$ cat config.mk
export PLATFORM = sky130hd
export DESIGN_NAME = ip_psram_nch_port
export DESIGN_NICKNAME = d
export VERILOG_FILES = /design/src/rtl/ip_psram_nch_port.sv
export SDC_FILE = /design/constraint.sdc
export NUM_CORES = 1
export LEC_CHECK = 0
export CORE_ASPECT_RATIO = 0.9
export CORE_UTILIZATION = 50
export CTS_CLUSTER_SIZE = 20
export DETAILED_ROUTE_END_ITERATION = 8
export PLACE_DENSITY = 0.79
export SKIP_CTS_REPAIR_TIMING = 1
export SLEW_MARGIN = 15
export SYNTH_ARGS = -nofsm -noshare
export SYNTH_HDL_FRONTEND = slang
export SYNTH_SLANG_ARGS = --single-unit
$ cat constraint.sdc
create_clock -name clk -period 5.62 [get_ports clk]
set_input_delay 1.124 -clock clk [delete_from_list [all_inputs] [get_ports clk]]
set_output_delay 1.124 -clock clk [all_outputs]
set_load 0.02 [all_outputs]
$ cat src/rtl/ip_psram_nch_port.sv
// N-channel byte-access front end for the Gowin PSRAM controller.
// Define PSRAM_RD_TIMEOUT_EN to enable the 4095-cycle read watchdog.
module ip_psram_nch_port #(
  parameter int CH         = 2,
  parameter int ADDR_W     = 22,
  parameter int FIFO_DEPTH = 4,
  parameter int CMD_GAP    = 16
) (
  input  logic                     clk,
  input  logic                     n_reset,
  input  logic [CH-1:0]            req_valid,
  output logic [CH-1:0]            req_ready,
  input  logic [CH-1:0]            req_wr,
  input  logic [CH*ADDR_W-1:0]     req_addr,
  input  logic [CH*8-1:0]          req_wdata,
  output logic [CH-1:0]            rsp_valid,
  output logic [CH*8-1:0]          rsp_data,
  input  logic [CH-1:0]            ctl_init_calib,
  output logic [CH-1:0]            ctl_cmd,
  output logic [CH-1:0]            ctl_cmd_en,
  output logic [CH*(ADDR_W-1)-1:0] ctl_addr,
  output logic [CH*32-1:0]         ctl_wr_data,
  output logic [CH*4-1:0]          ctl_mask,
  input  logic [CH*32-1:0]         ctl_rd_data,
  input  logic [CH-1:0]            ctl_rd_valid,
  output logic [CH-1:0]            rd_timeout
);

  localparam int PW = $clog2(FIFO_DEPTH);
  localparam int GW = (CMD_GAP > 1) ? $clog2(CMD_GAP) : 1;
  localparam logic [GW-1:0] GAP_INIT = GW'(CMD_GAP - 1);
  localparam logic [PW:0]   FULL_CNT = (PW+1)'(FIFO_DEPTH);
`ifdef PSRAM_RD_TIMEOUT_EN
  localparam logic [11:0]   WD_LIMIT = 12'hFFE;
`endif

  typedef struct packed {
    logic              wr;
    logic [ADDR_W-1:0] addr;
    logic [7:0]        wdata;
  } req_t;

  typedef enum logic [1:0] {
    S_IDLE,
    S_ISSUE,
    S_WAIT_RD,
    S_GAP
  } state_t;

  for (genvar c = 0; c < CH; c++) begin : g_ch
    req_t          mem_q [FIFO_DEPTH];
    req_t          in_req;
    req_t          cur_q, cur_d;
    state_t        st_q, st_d;
    logic [PW-1:0] wp_q, wp_d, rp_q, rp_d;
    logic [PW:0]   cnt_q, cnt_d;
    logic [GW-1:0] gap_q, gap_d;
    logic          rsp_valid_q, rsp_valid_d;
    logic [7:0]    rsp_data_q, rsp_data_d;
    logic          calib, full, empty, push, pop;
    logic          issuing, wr_iss, lane;
    logic [31:0]   rd_word;
    logic [15:0]   unused_rd_lo;
`ifdef PSRAM_RD_TIMEOUT_EN
    logic [11:0]   wd_q, wd_d;
    logic          rd_to_q, rd_to_d;
`endif

    assign calib        = ctl_init_calib[c];
    assign full         = (cnt_q == FULL_CNT);
    assign empty        = (cnt_q == '0);
    assign req_ready[c] = ~full & calib;
    assign push         = req_valid[c] & ~full & calib;
    assign rd_word      = ctl_rd_data[c*32 +: 32];
    assign unused_rd_lo = rd_word[15:0];

    assign in_req.wr    = req_wr[c];
    assign in_req.addr  = req_addr[c*ADDR_W +: ADDR_W];
    assign in_req.wdata = req_wdata[c*8 +: 8];

    always_ff @(posedge clk) begin
      if (push) mem_q[wp_q] <= in_req;
    end

    always_comb begin
      wp_d  = wp_q + PW'(push);
      rp_d  = rp_q + PW'(pop);
      cnt_d = cnt_q + (PW+1)'(push) - (PW+1)'(pop);
    end

    always_comb begin
      st_d        = st_q;
      cur_d       = cur_q;
      gap_d       = gap_q;
      pop         = 1'b0;
      rsp_valid_d = 1'b0;
      rsp_data_d  = 8'h00;
`ifdef PSRAM_RD_TIMEOUT_EN
      wd_d        = wd_q;
      rd_to_d     = 1'b0;
`endif
      unique case (st_q)
        S_IDLE: begin
          if (~empty & calib) begin
            pop   = 1'b1;
            cur_d = mem_q[rp_q];
            st_d  = S_ISSUE;
          end
        end
        S_ISSUE: begin
          gap_d = GAP_INIT;
          st_d  = cur_q.wr ? S_GAP : S_WAIT_RD;
`ifdef PSRAM_RD_TIMEOUT_EN
          wd_d  = '0;
`endif
        end
        S_WAIT_RD: begin
          if (gap_q != '0) gap_d = gap_q - GW'(1);
          if (ctl_rd_valid[c]) begin
            rsp_valid_d = 1'b1;
            rsp_data_d  = cur_q.addr[0] ? rd_word[23:16]
                                        : rd_word[31:24];
            st_d        = S_GAP;
          end
`ifdef PSRAM_RD_TIMEOUT_EN
          else if (wd_q == WD_LIMIT) begin
            rsp_valid_d = 1'b1;
            rsp_data_d  = 8'hFF;
            rd_to_d     = 1'b1;
            st_d        = S_GAP;
          end else begin
            wd_d = wd_q + 12'd1;
          end
`endif
        end
        S_GAP: begin
          if (gap_q == '0) st_d = S_IDLE;
          else gap_d = gap_q - GW'(1);
        end
        default: st_d = S_IDLE;
      endcase
    end

    always_ff @(posedge clk) begin
      if (!n_reset) begin
        st_q        <= S_IDLE;
        cur_q       <= '0;
        wp_q        <= '0;
        rp_q        <= '0;
        cnt_q       <= '0;
        gap_q       <= '0;
        rsp_valid_q <= 1'b0;
        rsp_data_q  <= 8'h00;
      end else begin
        st_q        <= st_d;
        cur_q       <= cur_d;
        wp_q        <= wp_d;
        rp_q        <= rp_d;
        cnt_q       <= cnt_d;
        gap_q       <= gap_d;
        rsp_valid_q <= rsp_valid_d;
        rsp_data_q  <= rsp_data_d;
      end
    end

`ifdef PSRAM_RD_TIMEOUT_EN
    always_ff @(posedge clk) begin
      if (!n_reset) begin
        wd_q    <= '0;
        rd_to_q <= 1'b0;
      end else begin
        wd_q    <= wd_d;
        rd_to_q <= rd_to_d;
      end
    end
    assign rd_timeout[c] = rd_to_q;
`else
    assign rd_timeout[c] = 1'b0;
`endif

    // Command fields are only presented while issuing; idle bus is all-masked.
    assign issuing = (st_q == S_ISSUE);
    assign wr_iss  = issuing & cur_q.wr;
    assign lane    = cur_q.addr[0];

    assign ctl_cmd_en[c] = issuing;
    assign ctl_cmd[c]    = wr_iss;
    assign ctl_addr[c*(ADDR_W-1) +: (ADDR_W-1)] =
      issuing ? cur_q.addr[ADDR_W-1:1] : '0;
    assign ctl_wr_data[c*32 +: 32] =
      !wr_iss ? 32'h0 :
      lane    ? {8'h00, cur_q.wdata, 16'h0000} :
                {cur_q.wdata, 24'h000000};
    assign ctl_mask[c*4 +: 4] =
      !wr_iss ? 4'b1111 :
      lane    ? 4'b1011 : 4'b0111;

    assign rsp_valid[c]       = rsp_valid_q;
    assign rsp_data[c*8 +: 8] = rsp_data_q;
  end

endmodule

# ---- Word level (Yosys, flattened, before mapping)
# Memories as Yosys holds them, arrays and structs flattened. A register that Yosys moved wholly into a read port is not among the register bits.
# Cells that the tools add are included.
dict set report classes {
  n_addsub 10
  mul 0
  div_mod_pow 0
  magnitude_cmp 0
  eq_ne 18
  n_shift 0
  muxes 38
  bitwise 14
  n_reduce_logical 22
}
# operator count
set ops {}
lappend ops {{$mux 32} 4}
lappend ops {{$mux 21} 2}
lappend ops {{$mux 4} 8}
lappend ops {{$pmux 4 s3} 2}
lappend ops {{$ne 2x2->1 const B} 10}
lappend ops {{$reduce_and 3->1} 6}
lappend ops {{$mux 8} 2}
lappend ops {{$pmux 2 s4} 2}
lappend ops {{$mux 1} 12}
lappend ops {{$mux 2} 6}
lappend ops {{$and 1x1->1} 10}
lappend ops {{$add 2x1->2} 4}
lappend ops {{$eq 2x2->1 const B} 4}
lappend ops {{$logic_not 4->1} 2}
lappend ops {{$reduce_and 2->1} 4}
lappend ops {{$reduce_bool 4->1} 2}
lappend ops {{$sub 4x1->4 const B} 2}
lappend ops {{$add 3x1->3} 2}
lappend ops {{$eq 3x3->1 const B} 2}
lappend ops {{$logic_not 3->1} 2}
lappend ops {{$reduce_bool 3->1} 2}
lappend ops {{$sub 3x1->3} 2}
lappend ops {{$eq 2x1->1 const B} 2}
lappend ops {{$logic_not 2->1} 2}
lappend ops {{2 further kinds} 6}
dict set report word_totals {
  register_bits 44
  latch_bits 0
  ram_bits 248
  rom_bits 0
  inputBits 134
  output_inout_bits 140
  word_cells 118
  n_memories 2
}
# memory depth width rd rd_ports_with_merged_regs wr line
set mem_list {}
lappend mem_list {{g_ch[0].mem_q} 4 31 1 1 1 51} ;# req_t mem_q [FIFO_DEPTH];
lappend mem_list {{g_ch[1].mem_q} 4 31 1 1 1 51}

# ---- Logic depth before layout (Yosys ltp)
# Gate-level depths: netlist (run 1).
dict set report logic_depth {
  depth_word 6
  depth_mapped 10
  ltp_nobuf 10
}

# ---- Least setup slack after synthesis (run 1)
# No wires, ideal clock.
dict set report synth_path {
  path_type {input-to-reg}
  startpoint {input ctl_init_calib[0]}
  endpoint {memory g_ch[0].mem_q[1][0] (netlist name), enable pin}
  setup_time_ps 464
  t_arrival_ps 3634
  required_ps 5156
  path_slack_ps 1522
  cell_stages 2
  n_path_buf 0
  path_cell_list {o311ai_2 -> nor3b_1}
}
dict set report synth_between {
  elab_chain_cells 3
}
# element line
set synth_lines {}
lappend synth_lines {{start, declared} 18} ;# input logic [CH-1:0] ctl_init_calib,
lappend synth_lines {{$and 1x1->1} 73} ;# assign push = req_valid[c] & ~full & calib;
lappend synth_lines {{$mux 1} 82} ;# if (push) mem_q[wp_q] <= in_req;
lappend synth_lines {{$mux 1 (not written as such)} 82}
lappend synth_lines {{end, declared} 51}
# Every way passes these cells.

# ---- Final worst setup path (run 1)
dict set report layout_path {
  startpoint {register g_ch[0].st_q[1]}
  endpoint {output ctl_wr_data[28]}
}
dict set report layout_between {
  elab_chain_cells 3
}
# element line
set layout_lines {}
lappend layout_lines {{start, declared} 54} ;# state_t st_q, st_d;
lappend layout_lines {{start signal, assigned} 155} ;# st_q <= st_d;
lappend layout_lines {{$eq 2x1->1} 182} ;# assign issuing = (st_q == S_ISSUE);
lappend layout_lines {{$and 1x1->1} 183} ;# assign wr_iss = issuing & cur_q.wr;
lappend layout_lines {{$mux 32} 191} ;# !wr_iss ? 32'h0 :
lappend layout_lines {{end, declared} 22} ;# output logic [CH*32-1:0] ctl_wr_data,
# Every way passes these cells.

==> results of run 1 <==
state kept, by name, indices dropped and copies added, names as in the netlist:
register,cells
g_ch.wp_q,4
g_ch.rp_q,4
g_ch.cnt_q,6
g_ch.mem_q,248
g_ch.cur_q,62
g_ch.gap_q,8
g_ch.rsp_data_q,16
g_ch.st_q,4
g_ch.rsp_valid_q,2
worst max path at each step:
stage | to | slack, ps | cells past startpoint | from
floorplan | g_ch[0].mem_q[1][0] | 1520 | 2 | ctl_init_calib[0]
global route | ctl_wr_data[30] | 880 | 6 | g_ch[0].st_q[1]
detailed placement | ctl_wr_data[28] | 1660 | 6 | g_ch[0].st_q[1]
CTS | ctl_wr_data[28] | 1110 | 6 | g_ch[0].st_q[1]
global placement | ctl_wr_data[30] | 1770 | 6 | g_ch[0].st_q[1]
finish | ctl_wr_data[28] | 1220 | 6 | g_ch[0].st_q[1]
layer usage:
layer	GRT usage (%)	part of all wire, %
met1	25.0	42
met2	32.4	50
met3	3.64	5.5
met4	6.45	2.4
met5	0	0
power breakdown:
| group | switching [uW] | internal (uW) |
|---|---|---|
| clock network | 952 | 1380 |
| registers | 198 | 3070 |
| logic | 753 | 782 |
layout make-up:
type,count,area share (%)
Sequential cell,354,55.2
Multi-Input combinational cell,401,22.4
Timing Repair Buffer,221,12.5
Clock buffer,51,6.17
Tap cell,354,2.56
Clock inverter,13,0.585
Inverter,24,0.520
synthesized netlist by cell type, types with 3 or more instances:
library cell and n:
edfxtp_1 248, dfxtp_1 106, and2_1 83, a22o_1 62, mux4_2 62, buf_4 49, nor2_1 28, inv_1 24
clkbuf_1 20, mux2i_1 19, ha_1 15, buf_2 12, xnor2_1 10, a21oi_1 7, nand2_1 6, nor2b_1 6
nor3_1 6, and3_1 5, nor3b_1 5, a311oi_1 4, a31oi_1 4, o21ai_0 4, buf_6 3, o31ai_1 3
critical path, stage by stage, from the launching register on:
cell	delay, ps
dfxtp_1	370
inv_1	130
ha_1	800
and2_1	260
nor2b_1	410
and2_1	210
clkdlybuf4s50_1	600
cell families (layout without fill, tap and decap cells):
group	Yosys count	count (layout)	share of synthesized area (%)
AOI/OAI and AO/OA	101	101	6.52
and+or+nand+nor	153	153	6.39
other	2	38	0.0540
buffers and inverters	110	309	4.56
xor gates and xnor gates	11	11	0.692
adders and majority gates	17	17	1.64
muxes	81	81	11.4
DFF	354	354	68.8
metrics by stage:
stage	std cells	instance area, um^2	total power, uW	setup WS, ps
after floorplan	865	14100	4470	1520
after global placement	1354	16200	4820	1770
after detailed placement	1354	16200	4870	1660
after CTS	1418	17300	7210	1110
after global routing	1418	17300	7460	878
final	1418	17300	7130	1220
==> results.ini, run 1 <==
[timing]
finalMaxSlewViolations = 0
max_slew_margin_pct = 35.6
fin_crit_sh_pct = 78.3
final-hold-violation-count = 0
min_period_ps = 4400
tns_ps = 0
max_freq_mhz = 227
worstMarginPinSlew_ps = 967
finalSetupViolations = 0
hold_ws_ps = 470
finClkSkew_ps = 17.4
rsz0062_at_grt = false

[worst_setup_path]
crit_fanout = 25
ff2ff_path_depth = 10
cp.required_ps = 4500
rr_endpoint = g_ch[1].cnt_q[2]
crit_path_start_kind = register
cp-end-kind = primary output
timing.rr.start = g_ch[1].cnt_q[2]
reg2reg_slack_ps = 3150
cp.arrival_ps = 3280
path_class = register to primary output

[min_path]
min_to = g_ch[0].cur_q[10]
min_from = g_ch[0].cur_q[10]
hold_depth = 1
hp-class = register to register

[logic_synthesis]
ys_types = 49
ys_warn_count = 0
yosysSeqAreaShare_pct = 68.8
synth_area_leaders = edfxtp_1 54%, dfxtp_1 15%, mux4_2 10%, a22o_1 3.9%, and2_1 3.7%
ys_seq_elements = 354
synth-edff-count = 248
synth_area_mm2 = 0.0139
synth.top_cell.area_share_pct = 53.5
synthCells = 829
synthFlopType = edfxtp_1
syn_area_per_cell_um2 = 16.8
async_flop_share_pct = 0
yosysTopAreaCell = edfxtp_1

[detailed_routing]
totalWireLength_mm = 27.3
drt_iter0_markers = 451
dr.pass1.iters = 4
post-route-drc-count = 0
routedWlPerCell_um = 19.3
vias_per_cell = 5.40
final_antenna_net_count = 0
vias = 7653

[pwr]
vdd_drop_max_v = 0.000258
power.leakage_uw = 0.00598
power_density_mw_per_mm2 = 412

[layout]
nNetsFinal = 1189
regArea_mm2 = 0.00957
final_common_cell = edfxtp_1
fin_util_pct = 63.8
diodes = 0
synthToLayoutAreaGrowth_pct = 24.5
final_cell_mix = 248 x edfxtp_1, 203 x clkdlybuf4s50_1, 104 x dfxtp_1
multi_input_area_mm2 = 0.00388
drive_above_1_share_pct = 14.5
num-fill-cells = 1948

[placement]
hpwl_mm = 16.5
port_buffers = 203
place.gp.congestion = 0.748

[floorplan]
initial_utilization_pct = 51.2
row_count = 57
die_w_um = 178
die_area_mm2 = 0.0285
core_area_mm2 = 0.0272
die_y_um = 160
num_io_pins = 274

[clocking]
h-tree-depth = 2
cts_tree = yes
cts_buffers = 36
cts_root_buffer = clkbuf_16
path_clk_slew_ps = 60
clock_latency_ps = 510
cts_sinks = 354
ctsLongestPathBuffers = 3

[global_route]
grt_pass1_wl_mm = 42.3
grt_max_degree = 34
antenna_found_initial = 0
grt_use_total_pct = 19.3
grt_overflow = 0
grt_pass1_vias = 7798

[run]
drv_cap = 0

[run_status]
status = completed

No activity file was read; power rests on OpenSTA's default activity.
==> inputs of run 2 (changes only) <==
==> constraint.sdc (replaced) <==
create_clock -name clk -period 4.1 [get_ports clk]
set_input_delay 0.82 -clock clk [delete_from_list [all_inputs] [get_ports clk]]
set_output_delay 0.82 -clock clk [all_outputs]
set_load 0.02 [all_outputs]
==> run 2 against run 1 <==
Effect of this change: wire length shrank 1.9%; worst setup slack worse by 600 ps; clock power grew 46%; register-to-register slack got worse by 1500 ps; critical path depth is the same; first-iteration DRC count is 10% higher; total power grew 40%; sequential share of layout area down 0.28 points; sequential cell count unchanged; core utilization up 0.33 points; sequential power is 41% higher.
==> results.ini, run 2 (synthesized netlist as in run 1, its figures left out) <==
[min_path]
min_from = g_ch[0].cur_q[22]
min_to = g_ch[0].cur_q[22]
hold_depth = 1
hp-class = register to register

[placement]
place_area_mm2 = 0.0162
hpwl_mm = 16.4
port_buffers = 203
dp.cells = 1355
place.gp.congestion = 0.755

[floorplan]
initial_utilization_pct = 51.2
die_area_mm2 = 0.0285
die_y_um = 160
num_io_pins = 274
die_w_um = 178
row_count = 57
core_area_mm2 = 0.0272

[global_route]
grt_overflow = 0
grt_use_total_pct = 19.2
grt_pass1_wl_mm = 42.3
grt_pass1_vias = 7886
antenna_found_initial = 0
grt_max_degree = 34

[pwr]
total_power_uw = 9990
power_density_mw_per_mm2 = 574
power.leakage_uw = 0.00601
vdd_drop_max_v = 0.000455

[timing]
min_period_ps = 3490
max_slew_margin_pct = 33.7
finClkSkew_ps = 8.53
max_freq_mhz = 287
final-hold-violation-count = 0
finalMaxSlewViolations = 0
rsz0062_at_grt = false
fin_crit_sh_pct = 85.0
finalSetupViolations = 0
hold_ws_ps = 469
worstMarginPinSlew_ps = 994
tns_ps = 0

[worst_setup_path]
critPathLaunch = g_ch[0].st_q[1]
ff2ff_path_depth = 10
crit_path_start_kind = register
timing.rr.start = g_ch[1].cnt_q[2]
cp.arrival_ps = 2670
cp.required_ps = 3280
cp-end-kind = primary output
rr_endpoint = g_ch[1].cnt_q[2]
crit_fanout = 9
reg2reg_slack_ps = 1610
path_class = register to primary output

[clocking]
cts_sinks = 354
cts_tree = yes
path_clk_slew_ps = 60
clock_latency_ps = 510
h-tree-depth = 2
ctsLongestPathBuffers = 3
cts_buffers = 37
cts_root_buffer = clkbuf_16

[detailed_routing]
top_layer_used = met4
vias_per_cell = 5.32
routedWlPerCell_um = 18.8
final_antenna_net_count = 0
dr_wl_met2_mm = 13.3
vias = 7562
totalWireLength_mm = 26.8
post-route-drc-count = 0
drt_iter0_markers = 498
wl_met3_mm = 1.56
wl_met1_mm = 11.4
dr.pass1.iters = 5

[layout]
final_common_cell = edfxtp_1
regArea_mm2 = 0.00957
drive_above_1_share_pct = 14.5
top_register = g_ch.mem_q
final_cell_area_mm2 = 0.0174
multi_input_area_mm2 = 0.00388
reg_top3 = g_ch.mem_q: 248 flops, g_ch.cur_q: 62 flops, g_ch.rsp_data_q: 16 flops
nNetsFinal = 1191
synthToLayoutAreaGrowth_pct = 25.1
layout.cells.non_filler = 1422
diodes = 0
num-fill-cells = 1969
largest_reg_flops = 248
final_cell_mix = 248 x edfxtp_1, 203 x clkdlybuf4s50_1, 104 x dfxtp_1

[run_status]
status = completed

[run]
drv_cap = 0

-- run 2: changes by cell type in the layout (fill, tap and decap cells not counted), sizes merged --
cell | before | now
clkbuf | 51 | 47
clkinv | 11 | 12
clkinvlp | 0 | 2
buf | 18 | 19
bufinv | 1 | 5
-- run 2: per-layer routing --
layer / GRT usage, % / up-vias
met3: 3.55 / 44
met1: 25.3 / 3749
met5: 0 / -
met2: 32.3 / 251
li1: - / 3518
met4: 5.94 / 0
-- run 2: critical path, cell delays in order, from the launching register on --
cell and delay (ps):
dfxtp_1 370, inv_1 140, ha_1 180, and2_1 200, nor2b_1 450, and2_1 200, clkdlybuf4s50_1 610
-- run 2: where the power goes --
part	internal, uW	total, uW	switching, uW	leakage [uW]
Combinational	1080	1960	883	0.00228
Sequential	4210	4620	406	0.00311
Clock	2090	3410	1320	0.000610
Total	7380	9990	2610	0.00601
-- run 2: final cells by class --
type	instances	area share [%]
clock buffers	47	5.89
clock inverters	20	1.30
inverters	24	0.517
multi-input cells	401	22.3
flip-flops and latches	354	55.0
well taps	354	2.54
repair buffers	222	12.5
-- run 2: worst max path at each step --
| stage | slack, ps | to | cells past startpoint |
|---|---|---|---|
| floorplan | 310 | g_ch[0].mem_q[1][0] | 2 |
| global placement | 1070 | g_ch[1].cnt_q[2] | 10 |
| detailed placement | 1010 | g_ch[1].cnt_q[2] | 10 |
| CTS | 590 | ctl_wr_data[29] | 6 |
| global route | 450 | ctl_wr_data[30] | 6 |
| finish | 610 | ctl_wr_data[29] | 6 |
-- run 2: stage by stage --
step	setup WS [ps]	utilization, %
2_1_floorplan	306	-
3_3_place_gp	1070	59.5
3_5_place_dp	1010	59.5
4_1_cts	590	64.1
5_1_grt	446	64.1
6_report	615	64.1
==> inputs of run 3 (changes only) <==
--- a/config.mk
+++ b/config.mk
@@ -11,7 +11,7 @@
 export DETAILED_ROUTE_END_ITERATION = 8
 export PLACE_DENSITY = 0.79
 export SKIP_CTS_REPAIR_TIMING = 1
-export SLEW_MARGIN = 15
+export SLEW_MARGIN = 20
 export SYNTH_ARGS = -nofsm -noshare
 export SYNTH_HDL_FRONTEND = slang
 export SYNTH_SLANG_ARGS = --single-unit
==> run 3 against run 2 <==
Effect of this change: non-clock buffer count stayed put; global-route usage stayed put; clock skew is 0.51 ps higher; sequential cell count stayed put; sequential share of layout area hardly changed; critical path depth stayed put; combinational power hardly changed; critical path type unchanged.
==> results.ini, run 3 (synthesized netlist as in run 1, its figures left out) <==
[placement]
place.gp.congestion = 0.755
place_area_mm2 = 0.0162
port_buffers = 203
hpwl_mm = 16.4

[floorplan]
die_area_mm2 = 0.0285
die_w_um = 178
initial_utilization_pct = 51.2
num_io_pins = 274
row_count = 57
core_area_mm2 = 0.0272
die_y_um = 160

[layout]
nNetsFinal = 1191
final_cell_mix = 248 x edfxtp_1, 203 x clkdlybuf4s50_1, 104 x dfxtp_1
final_common_cell = edfxtp_1
fin_util_pct = 64.1
final_cell_area_mm2 = 0.0174
reg_top3 = g_ch.mem_q: 248 flops, g_ch.cur_q: 62 flops, g_ch.rsp_data_q: 16 flops
largest_reg_flops = 248
drive_above_1_share_pct = 14.5
diodes = 0
synthToLayoutAreaGrowth_pct = 25.2
top_register = g_ch.mem_q

[pwr]
vdd_drop_max_v = 0.000455
total_power_uw = 9990
power_density_mw_per_mm2 = 574
power.leakage_uw = 0.00601

[worst_setup_path]
cp-end-kind = primary output
crit_fanout = 9
cp.required_ps = 3280
cp.arrival_ps = 2670
path_class = register to primary output
crit_path_start_kind = register

[global_route]
grt_pass1_vias = 7886
grt_use_total_pct = 19.2
antenna_found_initial = 0
grt_max_degree = 34
grt_pass1_wl_mm = 42.3
grt_overflow = 0

[timing]
final-hold-violation-count = 0
finalMaxSlewViolations = 0
worstMarginPinSlew_ps = 876
min_period_ps = 3490
finClkSkew_ps = 9.04
tns_ps = 0
rsz0062_at_grt = false
max_freq_mhz = 287
finalSetupViolations = 0
hold_ws_ps = 469
fin_crit_sh_pct = 85.0
max_slew_margin_pct = 41.6

[detailed_routing]
routedWlPerCell_um = 18.8
vias_per_cell = 5.33
dr.pass1.iters = 4
drt_iter0_markers = 479
final_antenna_net_count = 0
vias = 7575
post-route-drc-count = 0
totalWireLength_mm = 26.7

[run]
drv_cap = 0

[clocking]
cts_root_buffer = clkbuf_16
cts_tree = yes
h-tree-depth = 2
cts_buffers = 37
cts_sinks = 354
path_clk_slew_ps = 60
clock_latency_ps = 510
ctsLongestPathBuffers = 3

[min_path]
hp-class = register to register

[run_status]
status = completed

-- run 3: cell counts in the layout (fill, tap and decap cells not counted) --
Identical to the previous run, type by type.
-- run 3: power by group --
| part | internal, uW | switching (uW) |
|---|---|---|
| clock network | 2090 | 1320 |
| registers | 4220 | 408 |
| logic | 1080 | 883 |
| total | 7380 | 2610 |
-- run 3: path summary, 6_finish.rpt --
check | slack, ps | start | end | cells after the start
worst min-delay path | 470 | g_ch[0].cur_q[22] | g_ch[0].cur_q[22] | 1
worst max-delay path | 610 | g_ch[0].st_q[1] | ctl_wr_data[29] | 6
worst min register to register | 470 | g_ch[0].cur_q[22] | g_ch[0].cur_q[22] | 1
worst max register to register | 1610 | g_ch[1].cnt_q[2] | g_ch[1].cnt_q[2] | 10
-- run 3: worst max-delay path, cell delays in order (launching register included) --
cell and delay [ps]:
dfxtp_1 370, inv_1 140, ha_1 180, and2_1 200, nor2b_1 450, and2_1 200
clkdlybuf4s50_1 610
-- run 3: stage by stage --
stage          std cells  worst slack, ps
4_1_cts             1422              590
6_report            1422              614
2_1_floorplan        865              306
5_1_grt             1422              446
3_3_place_gp        1355             1070
3_5_place_dp        1355             1010
-- run 3: final cells by class --
class	count	area [um^2]
Sequential cell	354	9570
Clock buffer	47	1030
Fill cell	1970	9750
Tap cell	354	443
Inverter	24	90.1
Timing Repair Buffer	222	2170
Clock inverter	20	226
Multi-Input combinational cell	401	3880
-- run 3: layer usage --
layer / global-route usage [%] / up-vias / wire length, um
li1: - / 3514 / -
met3: 3.55 / 44 / 1430
met2: 32.3 / 227 / 13300
met5: 0 / - / 0
met1: 25.3 / 3790 / 11400
met4: 5.94 / 0 / 513
